$ cat config.mk
export PLATFORM = sky130hd
export DESIGN_NAME = instr_encoder
export DESIGN_NICKNAME = d
export VERILOG_FILES = /design/src/rtl/instr_encoder.sv
export SDC_FILE = /design/constraint.sdc
export NUM_CORES = 1
export LEC_CHECK = 0
export BUFFER_PORTS_ARGS = -buffer_cell sky130_fd_sc_hd__buf_2
export CAP_MARGIN = 10
export CORE_MARGIN = 10
export CORE_UTILIZATION = 30
export CTS_CLUSTER_SIZE = 8
export DETAILED_ROUTE_END_ITERATION = 16
export GPL_ROUTABILITY_DRIVEN = 0
export GPL_TIMING_DRIVEN = 0
export SYNTH_ARGS = -nofsm -noshare
export SYNTH_HDL_FRONTEND = slang
export SYNTH_SLANG_ARGS = --single-unit
$ cat constraint.sdc
create_clock -name clk_i -period 4.4 [get_ports clk_i]
set_input_delay 0.66 -clock clk_i [delete_from_list [all_inputs] [get_ports clk_i]]
set_output_delay 0.66 -clock clk_i [all_outputs]
set_load 0.05 [all_outputs]
$ cat src/rtl/instr_encoder.sv
// instr_encoder
//
// Packs decoded control fields and register specifiers into 32-bit instruction
// words, buffers them in a small FIFO, and streams them into an instruction
// memory. The memory address starts at BASE_ADDR, advances by 4 per accepted
// write, and wraps back to BASE_ADDR after MEM_WORDS words.
//
// Optional feature macro: INSTR_ENCODER_CHECK_EN
//   defined   : requests whose control fields are inconsistent with ALU_op_i
//               are dropped and reported with a one-cycle err_o pulse.
//   undefined : every accepted request is encoded and written; only ALU_op_i
//               of the control inputs matters; err_o is tied low.
//
// Ports
//   clk_i, rst_i          clock, synchronous active-high reset
//   req_valid_i/ready_o   encode-request handshake
//   RegWrite_i, ALUSrc_i, RegDst_i, Branch_i, ALU_op_i   control fields
//   rs_i, rt_i, rd_i, funct_i, imm_i                    operand fields
//   mem_we_o, mem_ready_i memory write strobe / memory accept
//   mem_addr_o, mem_data_o byte address and encoded word of the pending write
//   err_o                 one-cycle pulse after a rejected request
//   wrap_o                one-cycle pulse when the address wraps to BASE_ADDR
//   count_o               accepted memory writes, modulo 256

module instr_encoder #(
    parameter int          DEPTH     = 4,
    parameter logic [31:0] BASE_ADDR = 32'h0000_0000,
    parameter int          MEM_WORDS = 128
) (
    input  logic        clk_i,
    input  logic        rst_i,
    input  logic        req_valid_i,
    output logic        req_ready_o,
    input  logic        RegWrite_i,
    input  logic        ALUSrc_i,
    input  logic        RegDst_i,
    input  logic        Branch_i,
    input  logic [3:0]  ALU_op_i,
    input  logic [4:0]  rs_i,
    input  logic [4:0]  rt_i,
    input  logic [4:0]  rd_i,
    input  logic [5:0]  funct_i,
    input  logic [15:0] imm_i,
    output logic        mem_we_o,
    input  logic        mem_ready_i,
    output logic [31:0] mem_addr_o,
    output logic [31:0] mem_data_o,
    output logic        err_o,
    output logic        wrap_o,
    output logic [7:0]  count_o
);

    localparam int                PTR_W      = $clog2(DEPTH);
    localparam int                CNT_W      = PTR_W + 1;
    localparam logic [CNT_W-1:0]  FULL_COUNT = CNT_W'(DEPTH);
    localparam logic [31:0]       LAST_ADDR  = BASE_ADDR + 32'(4 * (MEM_WORDS - 1));

    typedef enum logic [0:0] {
        IDLE,
        WRITE
    } state_t;

    state_t             state;
    logic [5:0]         opcode;
    logic [31:0]        word;
    logic               legal;
    logic               accept;
    logic               push;
    logic               pop;
    logic [31:0]        fifo_mem [DEPTH];
    logic [PTR_W-1:0]   rd_ptr;
    logic [PTR_W-1:0]   wr_ptr;
    logic [CNT_W-1:0]   occupancy;
    logic [CNT_W-1:0]   occ_next;

    // Encoding: opcode 0 selects the R-type layout, anything else the I-type one.
    always_comb begin
        opcode = {2'b00, ALU_op_i};
        word   = '0;
        if (opcode == 6'd0) begin
            word = {6'b0, rs_i, rt_i, rd_i, 5'b0, funct_i};
        end else begin
            word = {opcode, rs_i, rt_i, imm_i};
        end
    end

`ifdef INSTR_ENCODER_CHECK_EN
    // Control fields must be the ones implied by the ALU operation.
    assign legal = (Branch_i == ALU_op_i[2]) &&
                   (ALUSrc_i == ALU_op_i[3]) &&
                   (RegWrite_i == ~ALU_op_i[2]) &&
                   (RegDst_i == (ALU_op_i == 4'd0));

    // A rejected request reports itself for exactly the following cycle.
    always_ff @(posedge clk_i) begin
        if (rst_i) begin
            err_o <= 1'b0;
        end else begin
            err_o <= accept && !legal;
        end
    end
`else
    logic unused_ctrl;
    assign unused_ctrl = ^{RegWrite_i, ALUSrc_i, RegDst_i, Branch_i};
    assign legal       = 1'b1;
    assign err_o       = 1'b0;
`endif

    // Ready looks only at the registered occupancy, so a pop in the same
    // cycle never opens a slot early.
    assign req_ready_o = (occupancy != FULL_COUNT);
    assign accept      = req_valid_i && req_ready_o;
    assign push        = accept && legal;
    assign pop         = (state == WRITE) && mem_ready_i;
    assign mem_data_o  = fifo_mem[rd_ptr];

    always_comb begin
        occ_next = occupancy;
        if (push && !pop) begin
            occ_next = occupancy + CNT_W'(1);
        end else if (pop && !push) begin
            occ_next = occupancy - CNT_W'(1);
        end
    end

    // Storage needs no reset: the pointers define which slots are live.
    always_ff @(posedge clk_i) begin
        if (push) begin
            fifo_mem[wr_ptr] <= word;
        end
    end

    // Writer FSM plus FIFO pointers. The FIFO head is presented while in
    // WRITE; a stalled memory leaves head and address untouched, so the
    // write data and address stay stable until mem_ready_i.
    always_ff @(posedge clk_i) begin
        if (rst_i) begin
            state      <= IDLE;
            rd_ptr     <= '0;
            wr_ptr     <= '0;
            occupancy  <= '0;
            mem_we_o   <= 1'b0;
            mem_addr_o <= BASE_ADDR;
            count_o    <= '0;
            wrap_o     <= 1'b0;
        end else begin
            wrap_o    <= 1'b0;
            occupancy <= occ_next;
            if (push) begin
                wr_ptr <= wr_ptr + PTR_W'(1);
            end
            if (pop) begin
                rd_ptr <= rd_ptr + PTR_W'(1);
            end
            case (state)
                IDLE: begin
                    if (occupancy != '0) begin
                        state    <= WRITE;
                        mem_we_o <= 1'b1;
                    end
                end
                WRITE: begin
                    if (mem_ready_i) begin
                        count_o <= count_o + 8'd1;
                        if (mem_addr_o == LAST_ADDR) begin
                            mem_addr_o <= BASE_ADDR;
                            wrap_o     <= 1'b1;
                        end else begin
                            mem_addr_o <= mem_addr_o + 32'd4;
                        end
                        if (occ_next == '0) begin
                            state    <= IDLE;
                            mem_we_o <= 1'b0;
                        end
                    end
                end
                default: begin
                    state    <= IDLE;
                    mem_we_o <= 1'b0;
                end
            endcase
        end
    end

endmodule

==> results of run 1 <==
-- synth_stat cells, drive strengths merged (5+ instances only) --
master / number
nand4: 16
a21oi: 19
ha: 9
and3: 5
inv: 11
and4: 7
or3: 7
nor2b: 6
buf: 11
dfxtp: 50
o31ai: 11
nor4: 8
nand2: 22
xor2: 17
clkbuf: 18
and2: 7
edfxtp: 120
mux2: 11
or4: 14
nand3: 8
xnor2: 7
nor2: 29
mux4: 30
o21ai: 10
-- state kept, by name, indices dropped and copies added, names as in the netlist, named ones only --
register	flops
count_o	8
fifo_mem	120
mem_addr_o	30
mem_we_o	1
occupancy	3
rd_ptr	2
state	1
wr_ptr	2
wrap_o	1
-- critical path: cells and delay by family (launching register included) --
family	cells	cell delay, ps
flops	1	350
buf+inv	2	900
mux	1	640
-- how the worst max path moves through the flow --
stage	cells past startpoint	from	to	slack [ps]
after floorplan	3	req_valid_i	fifo_mem[0][0]$_DFFE_PP_	1950
after detailed placement	4	ALU_op_i[0]	fifo_mem[0][14]$_DFFE_PP_	1410
after global routing	3	flip-flop	mem_data_o[6]	1170
after global placement	4	req_valid_i	fifo_mem[1][18]$_DFFE_PP_	1090
after CTS	3	flip-flop	mem_data_o[14]	1310
final	3	flip-flop	mem_data_o[14]	1430
-- where the power goes --
group	internal, µW	switching [µW]	leakage, µW
clock	815	682	0.000292
sequential	1840	51.8	0.00151
combinational	280	606	0.00123
-- logic make-up after synthesis --
| group | count (synthesis) | synth area share, % |
|---|---|---|
| buf+inv | 40 | 2.485 |
| mux | 43 | 11.79 |
| fa+ha+maj | 9 | 1.620 |
| other cells | 1 | 0.05396 |
| flops | 170 | 66.26 |
| simple gates | 132 | 10.66 |
| compound gates | 46 | 4.105 |
| xor+xnor | 24 | 3.025 |
-- through the flow --
stage | cells | worst slack, ps
floorplan | 469 | 1946
global placement | 868 | 1094
detailed placement | 868 | 1414
CTS | 900 | 1306
global route | 900 | 1174
finish | 900 | 1432
-- layer usage --
layer	wire length (µm)	share of wire [%]	track usage, %	vias up
met1	6780	43	13.14	2146
met5	0	0	0	-
met2	7449	48	17.11	139
met4	80	0.51	2.624	0
met3	1281	8.2	4.036	8
li1	-	-	-	2062
-- final cells by class --
type                       instances  area (µm²)  share of cell area [%]
buffer                            29       131.4                   1.546
timing repair buffer             114       570.5                   6.716
sequential                       170        4604                   54.20
multi-input combinational        259        2192                   25.80
inverter                          11       41.29                  0.4860
clock buffer                      17       425.4                   5.007
tap                              285       356.6                   4.197
clock inverter                    15       173.9                   2.047
==> flow_summary.ini, run 1 <==
[floorplanning]
die_area_mm2 = 0.02965
pin_count = 125
chipWidth_um = 172.2
core_area_mm2 = 0.02271
die_h_um = 172.2
initial_core_util_pct = 30.60
num_rows = 55

[hold_path]
min_path_type = in2reg
hold_end = fifo_mem[2][17]$_DFFE_PP_
worstHoldStart = rt_i[1]
hold_path_depth = 1

[timing]
tns_ps = 0
period_share_pct = 67.46
rsz0062_at_grt = false
fin_crit_ps = 2968
tightest_slew_ps = 881.0
timing.slew.headroom_pct = 41.27
clock-skew-final_ps = 11.91
setup_violations = 0
fmax_mhz = 336.9
hold_ws_ps = 454.5
finalMaxSlewViolations = 0
timing.final.hold_violations = 0

[worst_setup_path]
crit_path_end_kind = output pin
crit_fanout = 10
slowest_delay_ps = 660
critPathKind = reg2out
critPathArrivalTime_ps = 2310
r2r-end = fifo_mem[1][13]$_DFFE_PP_
reg2reg_depth = 5
start_kind = flip-flop
r2r-start = occupancy[0]$_SDFF_PP0_
cp_slowest_cell = buf_1
path_cells = buf_1, mux4_2, buf_2
rrSetupSlack_ps = 1740
worst_ep_required_time_ps = 3740

[layout]
final_nets = 660
diodes = 0
num-fill-cells = 2199
drive_gt1_share_pct = 33.01
syn2layout_area_growth_pct = 22.25
stdcell_area_mm2 = 0.008496
final_cell_mix = 120 x edfxtp_1, 117 x buf_2, 50 x dfxtp_1, 30 x mux4_2, 29 x nor2_1
final_common_cell = edfxtp_1
final_core_utilization_pct = 37.41

[drt]
route.detailed.drc = 0
avgRoutedWirePerCell_um = 17.32
ant_nets = 0
avgViaCountPerCell = 4.839
drtIter0Drc = 292
wl_um = 15590
drt-pass1-iter-count = 5
vias = 4355

[clocking]
cts_made_buffers = 17
path_clk_slew_ps = 70
cts_resized = 0
clkLatencyLatePin_ps = 420
cts_hold_buf = 0
cts_tree = built
clock-sinks = 170
clock_path_buffers = 2
root_buffer = clkbuf_16
cts_setup_buffers = 0
cts_max_level = 4

[synth]
synth_area_leader_cell = edfxtp_1
ys_ff_latch = 170
synth.area.top_cells = edfxtp_1 52%, dfxtp_1 14%, mux4_2 9.7%, xor2_1 2.1%, mux2_2 1.8%
synthFlopType = edfxtp_1
ys_warn_count = 0
synth.avg_cell_area_um2 = 14.94
async_reset_ff_share_pct = 0
synth_top_area_share_pct = 51.85
synth-edff-count = 120
yosysUniqueCellTypes = 41
netlist_area_mm2 = 0.006949
postSynthCellCount = 465
ys_seq_area_share_pct = 66.26

[placed_design]
place_area_mm2 = 0.007896
post-dp-hpwl_um = 10950
io_buffers = 114

[grt]
grt_overflow = 0
grt_pass1_wl_um = 24710
grt_pass1_vias = 4719
grt_max_degree = 31
track_usage_pct = 10.62
antenna_found_initial = 0

[power_and_ir_drop]
p_leak_uw = 0.003025
p_per_area_mw_per_mm2 = 503.4
p_total_uw = 4276
irDropWorstVdd_mv = 0.2707

[job]
maxCapViolations = 0

[outcome]
status = completed
Power figures use the tool's default switching activity.
==> inputs of run 2 (changes only) <==
ABC_AREA = 1   (was default)
clock period = 2.45 ns   (was 4.4 ns; I/O delays follow)
==> run 2 against run 1 <==
Effect of this change: count of clock-buffer cells in the layout did not move; cell count increased by 37%; utilization increased by 0.26 points; area after synthesis up 6.6%; sequential power grew 73%; total power grew 66%; die area grew 5.8%; worst hold slack got worse by 300 ps; final area grew 7.8%; critical endpoint is now mem_data_o[1]; via count rose by 30%.
==> flow_summary.ini, run 2 <==
[timing]
rsz0062_at_grt = false
fin_crit_ps = 2300
fmax_mhz = 434.8
clock-skew-final_ps = 10.67
timing.slew.headroom_pct = 48.83
period_share_pct = 93.88
tightest_slew_ps = 767.6
tns_ps = 0
setup_violations = 0
hold_ws_ps = 152.3
finalMaxSlewViolations = 0
timing.final.hold_violations = 0

[floorplanning]
pin_count = 125
chipWidth_um = 177.1
die_area_mm2 = 0.03137
num_rows = 57
die_h_um = 177.1
initial_core_util_pct = 30.45
core_area_mm2 = 0.02432

[worst_setup_path]
path_common_cell = buf_2
worst_ep_required_time_ps = 2080
critPathTopFamily = buffers and inverters
start_kind = flip-flop
crit_path_end_kind = output pin
r2r-start = occupancy[0]$_SDFF_PP0_
path_buf_inv = 3
cp_slowest_cell = dfxtp_1
critPathKind = reg2out
slowest_delay_ps = 400
critPathArrivalTime_ps = 1930
crit_fanout = 10
path_cells = inv_1, buf_2, nor2_1, o22ai_1, buf_2

[clocking]
root_buffer = clkbuf_16
clock_path_buffers = 2
cts_made_buffers = 17
clkLatencyLatePin_ps = 430
clock-sinks = 170
cts_tree = built
cts_max_level = 4
cts_setup_buffers = 0
path_clk_slew_ps = 70

[layout]
largest_reg_flops = 120
stdcell_area_mm2 = 0.009161
final_common_cell = nor2_1
syn2layout_area_growth_pct = 23.70
seqCellArea_mm2 = 0.004604
final_cell_mix = 143 x nor2_1, 126 x nand2_1, 120 x edfxtp_1, 117 x buf_2, 72 x o21ai_0
multi_input_area_mm2 = 0.002452
regMostFlops = fifo_mem
num-fill-cells = 2435
final_nets = 957
drive_gt1_share_pct = 22.26
top_regs = fifo_mem: 120 flops, mem_addr_o: 30 flops, count_o: 8 flops

[grt]
grt_pass1_vias = 5610
grt_overflow = 0
track_usage_pct = 12.55
antenna_found_initial = 0
grt_pass1_wl_um = 30630
grt_max_degree = 22

[power_and_ir_drop]
p_clk_share_pct = 39.0
power_frac_comb_pct = 15.0
intPower_uw = 4957
pwr-share-seq_pct = 46.0
power.switching_uw = 2155
p_per_area_mw_per_mm2 = 776.3
p_leak_uw = 0.003592
irDropWorstVdd_mv = 0.3058
p_sw_share_pct = 30.31

[drt]
drt-pass1-iter-count = 4
avgRoutedWirePerCell_um = 15.71
route.detailed.drc = 0
ant_nets = 0
avgViaCountPerCell = 4.574
wl_um = 19440
drtIter0Drc = 342
vias = 5658

[synth]
postSynthCellCount = 758
ys_seq_area_share_pct = 62.17
synth-edff-count = 120
synth_top_area_share_pct = 48.66
ys_ff_latch = 170
synthFlopType = edfxtp_1
synth.area.top_cells = edfxtp_1 49%, dfxtp_1 14%, nor2_1 7.5%, nand2_1 6.4%, o21ai_0 4.9%
synth.avg_cell_area_um2 = 9.770
synth_common_cells = 147 x nor2_1, 126 x nand2_1, 120 x edfxtp_1, 72 x o21ai_0, 59 x inv_1
async_reset_ff_share_pct = 0
synthMostInstantiatedCell = nor2_1
yosysUniqueCellTypes = 35
netlist_area_mm2 = 0.007406
synth_area_leader_cell = edfxtp_1
ys_warn_count = 0

[hold_path]
worstHoldStart = rt_i[0]
min_path_type = in2reg

[placed_design]
io_buffers = 115
place_area_mm2 = 0.008519
post-dp-hpwl_um = 13500

[job]
maxCapViolations = 0

[outcome]
status = completed
[run 2: cell types whose count changed in the layout (fill, tap and decap cells not counted), sizes merged, moves of 11 or more]
cell / delta
nand2: +109
nor2: +128
mux2: -11
o21ai: +64
or4: -14
inv: +49
o31ai: -11
nand3: +26
mux4: -30
o22ai: +31
[run 2: layer usage]
metal / global-route usage (%) / wire (µm) / vias up
li1: - / - / 2852
met1: 16.12 / 8758 / 2658
met2: 20.15 / 9227 / 135
met3: 3.755 / 1314 / 13
met4: 3.257 / 136 / 0
met5: 0 / 0 / -
[run 2: logic make-up (layout without fill, tap and decap cells)]
family	count (synthesis)	count (layout)	share of synthesized area, %
xor gates and xnor gates	9	9	1.064
and+or+nand+nor	344	344	20.51
buffers and inverters	96	246	5.322
other	1	6	0.05064
DFF	170	170	62.17
adders and majority gates	9	9	1.521
AOI/OAI and AO/OA	129	129	9.360
[run 2: cell type report]
type | count | area share, %
antenna | 1 | 0.02731
sequential | 170 | 50.26
clock buffer | 17 | 4.644
inverter | 61 | 2.554
buffer | 34 | 1.926
timing repair buffer | 119 | 7.320
clock inverter | 15 | 2.076
multi-input combinational | 496 | 26.77
tap | 324 | 4.425
[run 2: power groups by stage]
stage               Clock [µW]  Sequential, µW  Combinational (µW)
floorplan                    0            3370                 693
finish                    2780            3270                1070
global route              2950            3280                1160
CTS                       2860            3270                1090
detailed placement           0            3330                1080
global placement             0            3330                1040
[run 2: path summary, 6_finish.rpt]
| path | cells after the start | slack, ps | endpoint |
|---|---|---|---|
| max reg2reg | 6 | 380 | fifo_mem[0][7]$_DFFE_PP_ |
| min reg2reg | 2 | 460 | mem_we_o$_SDFFE_PP0P_ |
| max | 5 | 150 | mem_data_o[1] |
| min | 1 | 150 | fifo_mem[3][16]$_DFFE_PP_ |
[run 2: metrics by stage]
| step | utilization (%) | std cells | power (µW) | worst slack, ps |
|---|---|---|---|---|
| after CTS | 37.64 | 1236 | 7212 | 55.62 |
| after floorplan | - | 762 | 4061 | -67.08 |
| after detailed placement | 35.03 | 1205 | 4411 | 142.2 |
| final | 37.67 | 1237 | 7112 | 150.0 |
| after global routing | 37.66 | 1236 | 7397 | 2.218 |
| after global placement | 34.59 | 1201 | 4372 | -463.4 |
[run 2: worst register-to-register path, stage by stage (launching register included)]
cell	delay (ps)
dfxtp_1	360
inv_1	90
ha_1	230
nand2_1	160
nand2_2	210
nor2_4	480
buf_16	240
[run 2: repair_timing]
item / CTS / global route
hold buffers: 0 / 0
cloned: 0 / 0
gates resized for setup: 15 / 8
endpoints found under the setup margin: 30 / 10
==> inputs of run 3 (changes only) <==
ABC_AREA = default   (was 1)
==> run 3 against run 2 <==
Effect of this change: critical path depth unchanged; via count decreased by 22%; utilization about the same; first-iteration DRC count shrank 25%; worst setup slack lost 34 ps; fmax is 1.4% lower; combinational power grew 53%; count of clock-buffer cells in the layout unchanged; largest cell class unchanged.
==> flow_summary.ini, run 3 (synthesis results as in run 1) <==
[outcome]
status = completed

[drt]
drt-pass1-iter-count = 5
wl_um = 16240
avgViaCountPerCell = 4.887
vias = 4418
ant_nets = 0
avgRoutedWirePerCell_um = 17.97
route.detailed.drc = 0
drtIter0Drc = 257

[timing]
clock-skew-final_ps = 14.47
fmax_mhz = 428.5
timing.final.hold_violations = 0
finalMaxSlewViolations = 0
rsz0062_at_grt = true
hold_ws_ps = 158.7
timing.slew.headroom_pct = 41.83
setup_violations = 0
tightest_slew_ps = 865.4
period_share_pct = 95.25
fin_crit_ps = 2334

[clocking]
root_buffer = clkbuf_16
path_clk_slew_ps = 70
cts_setup_buffers = 0
clock_path_buffers = 2
cts_max_level = 4
cts_tree = built
cts_made_buffers = 17
clkLatencyLatePin_ps = 430
clock-sinks = 170

[grt]
track_usage_pct = 10.62
grt_pass1_wl_um = 24720
antenna_found_initial = 0
grt_max_degree = 31
grt_pass1_vias = 4725
grt_overflow = 0

[layout]
final_cell_mix = 120 x edfxtp_1, 118 x buf_2, 50 x dfxtp_1, 30 x mux4_2, 29 x nor2_1
syn2layout_area_growth_pct = 22.96
final_common_cell = edfxtp_1
top_regs = fifo_mem: 120 flops, mem_addr_o: 30 flops, count_o: 8 flops
final_nets = 664
regMostFlops = fifo_mem
fin_cells = 904
largest_reg_flops = 120
drive_gt1_share_pct = 34.57
diodes = 0

[hold_path]
min_path_type = in2reg
hold_path_depth = 1
worstHoldStart = rt_i[1]
hold_end = fifo_mem[2][17]$_DFFE_PP_

[worst_setup_path]
rrSetupSlack_ps = 120
critPathKind = reg2reg
reg2reg_depth = 5
worst_ep_required_time_ps = 2520
crit_fanout = 15
critPathArrivalTime_ps = 2400
crit_path_end_kind = flip-flop
r2r-start = occupancy[0]$_SDFF_PP0_
r2r-end = fifo_mem[0][24]$_DFFE_PP_
start_kind = flip-flop

[power_and_ir_drop]
power_frac_comb_pct = 21.2
irDropWorstVdd_mv = 0.4850
intPower_uw = 5292
pwr-share-seq_pct = 44.0
p_sw_share_pct = 31.53
p_clk_share_pct = 34.9
p_leak_uw = 0.003067
power.switching_uw = 2436
p_per_area_mw_per_mm2 = 904.5

[floorplanning]
num_rows = 55
initial_core_util_pct = 30.60
pin_count = 125
die_area_mm2 = 0.02965
chipWidth_um = 172.2
core_area_mm2 = 0.02271
die_h_um = 172.2

[placed_design]
post-dp-hpwl_um = 10950
io_buffers = 114
placed_cells = 868

[job]
maxCapViolations = 0
run 3: cell count changes in the layout (fill, tap and decap cells not counted), sizes merged, moves of 11 or more:
cell   previous run  this run
o31ai             0        11
o21ai            74        10
nand2           131        22
mux4              0        30
nor2            157        29
or4               0        14
mux2              0        11
o22ai            31         0
nand3            34         8
inv              69        20
run 3: per-layer routing:
| metal | share of wire, % | routed length [µm] | global-route usage (%) | up-vias |
|---|---|---|---|---|
| met3 | 8.2 | 1337 | 4.036 | 12 |
| met2 | 46 | 7499 | 17.14 | 168 |
| met5 | 0 | 0 | 0 | - |
| met1 | 45 | 7302 | 13.11 | 2153 |
| met4 | 0.63 | 103 | 2.624 | 0 |
| li1 | - | - | - | 2085 |
run 3: worst max path at each step:
stage	cells past startpoint	from	slack (ps)	endpoint
floorplan	5	occupancy[0]$_SDFF_PP0_	30	fifo_mem[1][0]$_DFFE_PP_
global placement	5	occupancy[0]$_SDFF_PP0_	-760	fifo_mem[1][18]$_DFFE_PP_
detailed placement	4	ALU_op_i[0]	-240	fifo_mem[0][14]$_DFFE_PP_
CTS	5	occupancy[0]$_SDFF_PP0_	-280	fifo_mem[0][13]$_DFFE_PP_
global route	5	occupancy[0]$_SDFF_PP0_	-40	fifo_mem[1][8]$_DFFE_PP_
finish	5	occupancy[0]$_SDFF_PP0_	120	fifo_mem[0][24]$_DFFE_PP_
run 3: worst max-delay path, cell delays in order (launching register included):
cell and delay [ps]:
dfxtp_1 390, inv_1 110, ha_1 250, a21boi_1 330, clkbuf_2 370, and2_2 530
run 3: area by class of cell:
class / count / area (µm²)
clock inverter: 15 / 173.9
buffer: 29 / 145.1
fill: 2193 / 14160
clock buffer: 17 / 425.4
sequential: 170 / 4604
timing repair buffer: 114 / 570.5
inverter: 11 / 41.29
multi-input combinational: 263 / 2227
tap: 285 / 356.6
run 3: stage by stage:
step	cell area [µm²]	TNS [ps]	power (µW)	setup WS, ps	util [%]
3_5_place_dp	7896	-31820	5090	-243.5	34.77
3_3_place_gp	7891	-95070	5056	-761.9	34.75
4_1_cts	8506	-30370	7803	-275.2	37.45
5_1_grt	8544	-1348	8084	-42.99	37.63
6_report	8544	0	7728	116.5	37.63
2_1_floorplan	6964	0	4689	30.86	-
run 3: power by group through the flow:
stage / logic (µW) / registers [µW] / clock network (µW)
after floorplan: 1190 / 3500 / 0
after global placement: 1600 / 3460 / 0
after detailed placement: 1620 / 3470 / 0
after CTS: 1630 / 3400 / 2770
after global routing: 1760 / 3420 / 2910
final: 1640 / 3400 / 2690
run 3: what timing repair did:
item	in CTS	in global routing
gates resized for setup	12	13
hold endpoints to repair	0	0
gates cloned	0	4
hold buffers	0	0
endpoints found under the setup margin	150	141
pin swaps	0	4
